## config.mk

```make
export PLATFORM = sky130hd
export DESIGN_NAME = dac_spi_multich
export DESIGN_NICKNAME = d
export VERILOG_FILES = /design/src/rtl/dac_spi_multich.sv
export SDC_FILE = /design/constraint.sdc
export NUM_CORES = 1
export LEC_CHECK = 0
export CAP_MARGIN = 25
export CORE_MARGIN = 2
export CORE_UTILIZATION = 45
export CTS_CLUSTER_SIZE = 16
export DETAILED_ROUTE_END_ITERATION = 8
export PLACE_DENSITY = 0.68
export SYNTH_ARGS = -nofsm -noshare
export SYNTH_HDL_FRONTEND = slang
export SYNTH_SLANG_ARGS = --single-unit
```

## constraint.sdc

```tcl
create_clock -name clk_in -period 2.3 [get_ports clk_in]
set_input_delay 0.345 -clock clk_in [delete_from_list [all_inputs] [get_ports clk_in]]
set_output_delay 0.345 -clock clk_in [all_outputs]
set_load 0.1 [all_outputs]
```

## src/rtl/dac_spi_multich.sv

```systemverilog
// SPI master for DAC7554-class multichannel DACs: snapshots one word per channel
// and writes either one channel or all channels as {cmd, addr, data} frames.
module dac_spi_multich #(
    parameter int         CLK_DIV = 2,
    parameter int         DATA_W  = 12,
    parameter int         N_CH    = 4,
    parameter int         ADDR_W  = (N_CH > 1) ? $clog2(N_CH) : 1,
    parameter logic [1:0] CMD_WR  = 2'b00,
    parameter logic [1:0] CMD_UPD = 2'b01,
    parameter int         GAP_CYC = 4
) (
    input  logic                     clk_in,
    input  logic                     rst_n,
    input  logic                     start,
    input  logic                     mode,
    input  logic [ADDR_W-1:0]        ch_sel,
    input  logic [N_CH*DATA_W-1:0]   data,
    output logic                     busy,
    output logic                     done,
    output logic                     sync,
    output logic                     sclk,
    output logic                     sdi
);

    localparam int FRAME_W = 2 + ADDR_W + DATA_W;
    localparam int CNT_MAX = ((CLK_DIV > GAP_CYC) ? CLK_DIV : GAP_CYC) - 1;
    localparam int CNT_W   = (CNT_MAX > 0) ? $clog2(CNT_MAX + 1) : 1;
    localparam int BIT_W   = $clog2(FRAME_W);

    localparam logic [CNT_W-1:0]  DIV_LOAD = CNT_W'(CLK_DIV - 1);
    localparam logic [CNT_W-1:0]  GAP_LOAD = CNT_W'(GAP_CYC - 1);
    localparam logic [CNT_W-1:0]  CNT_ONE  = CNT_W'(1);
    localparam logic [BIT_W-1:0]  LAST_BIT = BIT_W'(FRAME_W - 1);
    localparam logic [ADDR_W-1:0] LAST_CH  = ADDR_W'(N_CH - 1);

    typedef enum logic [2:0] {
        S_IDLE,
        S_SETUP,
        S_SHIFT,
        S_HOLD,
        S_GAP
    } state_t;

    state_t                   state_q;
    logic [CNT_W-1:0]         cnt_q;
    logic [BIT_W-1:0]         bit_q;
    logic                     phase_hi_q;
    logic                     mode_q;
    logic [ADDR_W-1:0]        ch_q;
    logic [N_CH*DATA_W-1:0]   data_q;
    logic [FRAME_W-1:0]       shift_q;
    logic                     busy_q;
    logic                     done_q;
    logic                     sync_q;
    logic                     sclk_q;
    logic                     sdi_q;

    logic                     start_ok;
    logic                     cur_last;
    logic                     load_mode_d;
    logic                     load_last_d;
    logic [ADDR_W-1:0]        load_ch_d;
    logic [N_CH*DATA_W-1:0]   load_data_d;
    logic [DATA_W-1:0]        load_word_data_d;
    logic [1:0]               load_cmd_d;
    logic [FRAME_W-1:0]       word_d;

    // The same word builder serves the first frame (from the live inputs) and
    // every following scan frame (from the snapshot).
    always_comb begin
        // NOTE: every combinational output gets a default first so no path can infer a latch.
        load_word_data_d = '0;
        start_ok    = start && (mode || (int'(ch_sel) < N_CH));
        cur_last    = !mode_q || (ch_q == LAST_CH);
        load_mode_d = (state_q == S_IDLE) ? mode : mode_q;
        load_data_d = (state_q == S_IDLE) ? data : data_q;
        if (state_q == S_IDLE) begin
            load_ch_d = mode ? '0 : ch_sel;
        end else begin
            load_ch_d = ch_q + ADDR_W'(1);
        end
        for (int c = 0; c < N_CH; c++) begin
            if (load_ch_d == ADDR_W'(c)) begin
                load_word_data_d = load_data_d[c*DATA_W +: DATA_W];
            end
        end
        load_last_d = !load_mode_d || (load_ch_d == LAST_CH);
        load_cmd_d  = load_last_d ? CMD_UPD : CMD_WR;
        word_d      = {load_cmd_d, load_ch_d, load_word_data_d};
    end

    // NOTE: sequential state uses non-blocking assignments only, so every register
    // samples the pre-edge values regardless of statement order.
    always_ff @(posedge clk_in) begin
        if (!rst_n) begin
            state_q    <= S_IDLE;
            cnt_q      <= '0;
            bit_q      <= '0;
            phase_hi_q <= 1'b0;
            mode_q     <= 1'b0;
            ch_q       <= '0;
            data_q     <= '0;
            shift_q    <= '0;
            busy_q     <= 1'b0;
            done_q     <= 1'b0;
            sync_q     <= 1'b1;
            sclk_q     <= 1'b1;
            sdi_q      <= 1'b0;
        end else begin
            case (state_q)
                S_IDLE: begin
                    done_q <= 1'b0;
                    if (start_ok) begin
                        mode_q  <= mode;
                        ch_q    <= load_ch_d;
                        data_q  <= data;
                        shift_q <= word_d;
                        sdi_q   <= word_d[FRAME_W-1];
                        sync_q  <= 1'b0;
                        sclk_q  <= 1'b1;
                        busy_q  <= 1'b1;
                        cnt_q   <= DIV_LOAD;
                        state_q <= S_SETUP;
                    end
                end

                S_SETUP: begin
                    if (cnt_q == '0) begin
                        sclk_q     <= 1'b0;
                        cnt_q      <= DIV_LOAD;
                        bit_q      <= '0;
                        phase_hi_q <= 1'b0;
                        state_q    <= S_SHIFT;
                    end else begin
                        cnt_q <= cnt_q - CNT_ONE;
                    end
                end

                // sdi moves on the sclk rising edge, keeping it stable across the
                // falling edge where the DAC samples.
                S_SHIFT: begin
                    if (cnt_q != '0) begin
                        cnt_q <= cnt_q - CNT_ONE;
                    end else if (!phase_hi_q) begin
                        sclk_q     <= 1'b1;
                        phase_hi_q <= 1'b1;
                        cnt_q      <= DIV_LOAD;
                        shift_q    <= shift_q << 1;
                        sdi_q      <= shift_q[FRAME_W-2];
                    end else if (bit_q == LAST_BIT) begin
                        sdi_q   <= 1'b0;
                        cnt_q   <= DIV_LOAD;
                        state_q <= S_HOLD;
                    end else begin
                        sclk_q     <= 1'b0;
                        phase_hi_q <= 1'b0;
                        bit_q      <= bit_q + BIT_W'(1);
                        cnt_q      <= DIV_LOAD;
                    end
                end

                S_HOLD: begin
                    if (cnt_q == '0) begin
                        sync_q  <= 1'b1;
                        cnt_q   <= GAP_LOAD;
                        done_q  <= cur_last && (GAP_CYC == 1);
                        state_q <= S_GAP;
                    end else begin
                        cnt_q <= cnt_q - CNT_ONE;
                    end
                end

                S_GAP: begin
                    if (cnt_q != '0) begin
                        cnt_q  <= cnt_q - CNT_ONE;
                        done_q <= cur_last && (cnt_q == CNT_ONE);
                    end else begin
                        done_q <= 1'b0;
                        if (cur_last) begin
                            busy_q  <= 1'b0;
                            state_q <= S_IDLE;
                        end else begin
                            ch_q    <= load_ch_d;
                            shift_q <= word_d;
                            sdi_q   <= word_d[FRAME_W-1];
                            sync_q  <= 1'b0;
                            cnt_q   <= DIV_LOAD;
                            state_q <= S_SETUP;
                        end
                    end
                end

                default: state_q <= S_IDLE;
            endcase
        end
    end

    assign busy = busy_q;
    assign done = done_q;
    assign sync = sync_q;
    assign sclk = sclk_q;
    assign sdi  = sdi_q;

endmodule

```

==> metrics <==
Via-to-Cell Ratio 5.68; CP Class flip-flop to flip-flop; FF-to-FF setup slack 0.20 ns; buffer and inverter count on the worst path 1; Achievable Freq 476 MHz; Layout Skew 0.00984 ns; worst-skew pair later-pin latency 0.36 ns; DIE AREA 0.00989 sq mm; core area 0.00876 sq mm; Die Span X 99.4 um; via count 4050; Seq/Total Area, Yosys 0.396; gr usage total 0.245; Layout area overhead 24.1%; reg-to-reg startpoint ch_q[1]$_SDFFE_PN0P_; Resized Gates After CTS 0; crit path cell chain ha_1, buf_12, nor3_1, o21ai_0, o211ai_1, o32ai_1; initial antenna violation count 0; Crit. End Element flip-flop; Slew @ Worst Pin 0.778 ns; Slew Limit Fails 0; Yosys cell types 52; Filler Cell Count 825; nets 659; CTS sink count 81; synthesized area per cell 7.51 sq um; Slew HR 0.480; chip height 99.4 um; Initial DRC Count 246; final worst setup slack 0.200 ns; Max Cap Violations 0; Num CTS Buffers 9; Final ANT Viol Nets 0; family with the most delay on the worst path compound AO/OA/AOI/OAI gates; CP max FO 18; layout cell share with drive strength beyond 1 0.0959; wire per inst 16.4 um; total power draw 4.47 mW; Power Density 878 mW/mm^2; Rows 34; Hold Crit Depth 2; Worst Path Required 2.57 ns; Synth Warn # 0; H-tree levels 3; LEAKAGE 1.91 nW; IO buf count 58; gpl congestion 0.858; Top Ports 59; Antenna Cells 0; Critical Path Start ch_q[1]$_SDFFE_PN0P_; #FFs+latches synth 81; vias in the first global route 4019; status finished clean; Post-CTS Setup Inserts 0; Post-synth EDFFs 0; hold_sp data_q[14]$_SDFFE_PN0P_; CTS root buffer clkbuf_8; Synth Flop Type dfxtp_1; Hold Path Class flip-flop to flip-flop; DRT Wirelength 11700 um; Syn Inst Count 546; Synthesized Nets 605; minimum clock period 2.10 ns; largest net degree at the start of global routing 50; RSZ-0062 raised after global routing false; Tcrit/Tclk final 0.913; Initial Util 0.468; slowest cell on the critical path ha_1; Reg-to-Reg End shift_q[8]$_SDFFE_PN0P_; GRT overflow 0; first-pass GRT wire length 19400 um; Final setup viols 0; DRC 0; post-detail-place hpwl 8020 um; DRT Pass-1 Iters 5; CTS tree done; final core occ 0.580; R2R depth 6; ys async rst share 0; peak supply drop 466 uV; Clock Tree Buf Depth 2; CP Launch Type flip-flop; Hold Path End data_q[14]$_SDFFE_PN0P_; Place WS 0.128 ns; setup TNS 0 ns; CP peak stage delay 0.67 ns; number of hold buffers added after cts 0; arrival time at the worst endpoint 2.37 ns; Hold Vio Cnt, Final 0; Clock transition at path regs 0.09 ns; Mapped Area 0.00410 sq mm
[layout by cell type (no fill, tap or decap), types with 11 or more instances in the layout]
cell type / instances
nor2_1: 19
nand2_1: 137
o21ai_0: 29
dfxtp_1: 81
nand3_1: 25
a22oi_1: 11
nor3_1: 22
a21oi_1: 67
o211ai_1: 12
buf_4: 25
mux2i_1: 16
clkdlybuf4s50_1: 53
[stage by stage]
stage / instance area, sq um / instances / hold WS [ns]
after floorplan: 4100 / 546 / 0.432
after global placement: 4880 / 697 / 0.439
after detailed placement: 4880 / 697 / 0.442
after CTS: 5090 / 713 / 0.455
after global routing: 5090 / 713 / 0.477
final: 5090 / 713 / 0.455
[state kept, by name, indices dropped and copies added, names as in the netlist]
name and cells:
busy 1, mode_q 1, sdi 1, sync 1
phase_hi_q 1, sclk 1, done 1, state_q 3
cnt_q 2, bit_q 4, data_q 48, ch_q 2
shift_q 15
[power breakdown]
| group | leakage (nW) | internal [mW] | total (mW) | switching, mW |
|---|---|---|---|---|
| sequential | 0.665 | 1.60 | 1.73 | 0.128 |
| clock | 0.0988 | 0.521 | 1.11 | 0.589 |
| combinational | 1.15 | 0.640 | 1.63 | 0.991 |
| total | 1.91 | 2.76 | 4.47 | 1.71 |
[worst max path at each step]
stage	endpoint	slack (ns)	depth (start not counted)
global placement	shift_q[8]$_SDFFE_PN0P_	0.16	7
detailed placement	shift_q[8]$_SDFFE_PN0P_	0.13	7
floorplan	shift_q[12]$_SDFFE_PN0P_	0.43	8
CTS	shift_q[8]$_SDFFE_PN0P_	0.24	6
global route	shift_q[8]$_SDFFE_PN0P_	0.08	6
finish	shift_q[8]$_SDFFE_PN0P_	0.20	6
[Yosys cell counts (3+ instances only)]
master    instances  share of area
and3_1            3         0.0046
nand3_1          25          0.031
o21ai_0          29          0.035
a31oi_1           5         0.0076
o32ai_1           8          0.017
mux2i_1          16          0.039
a22oi_1          11          0.020
nand2b_1          6         0.0092
nor3_1           22          0.027
or3_1             6         0.0092
buf_2            12          0.015
dfxtp_1          81           0.40
nor2_1           19          0.017
inv_1             9         0.0082
a21oi_1          67          0.082
xnor2_1           3         0.0064
ha_1              5          0.015
o211ai_1         12          0.022
nor2b_1           5         0.0076
nand2_1         137           0.13
clkbuf_1         25          0.023
[logic make-up (layout without fill, tap and decap cells)]
logic type,Yosys count,count (layout),synth area share
multiplexers,18,18,0.0446
XOR/XNOR,4,4,0.00855
adder cells (fa/ha/maj),5,5,0.0153
AND/OR/NAND/NOR,234,234,0.254
flip-flops,81,81,0.396
AO/OA/AOI/OAI,153,153,0.230
buffers and inverters,51,110,0.0522
[worst min-delay path: stages (launching register included)]
cell and delay (ns):
dfxtp_1 0.32, nand2_1 0.05, a21oi_1 0.05
[per-layer routing]
metal	vias to the layer above	GRT usage	wire length [um]
li1	2019	-	-
met1	1894	0.315	5330
met2	115	0.417	5560
met3	22	0.0457	574
met4	0	0.0769	239
met5	-	0	0
[layout make-up]
cell class / instances / area [sq um] / area share
clock inverter: 7 / 82.6 / 0.0162
inverter: 11 / 41.3 / 0.00812
clock buffer: 9 / 124 / 0.0244
multi-input combinational: 414 / 2260 / 0.445
sequential: 81 / 1620 / 0.319
timing repair buffer: 83 / 818 / 0.161
tap: 108 / 135 / 0.0266
(Power assumes the default switching activity.)
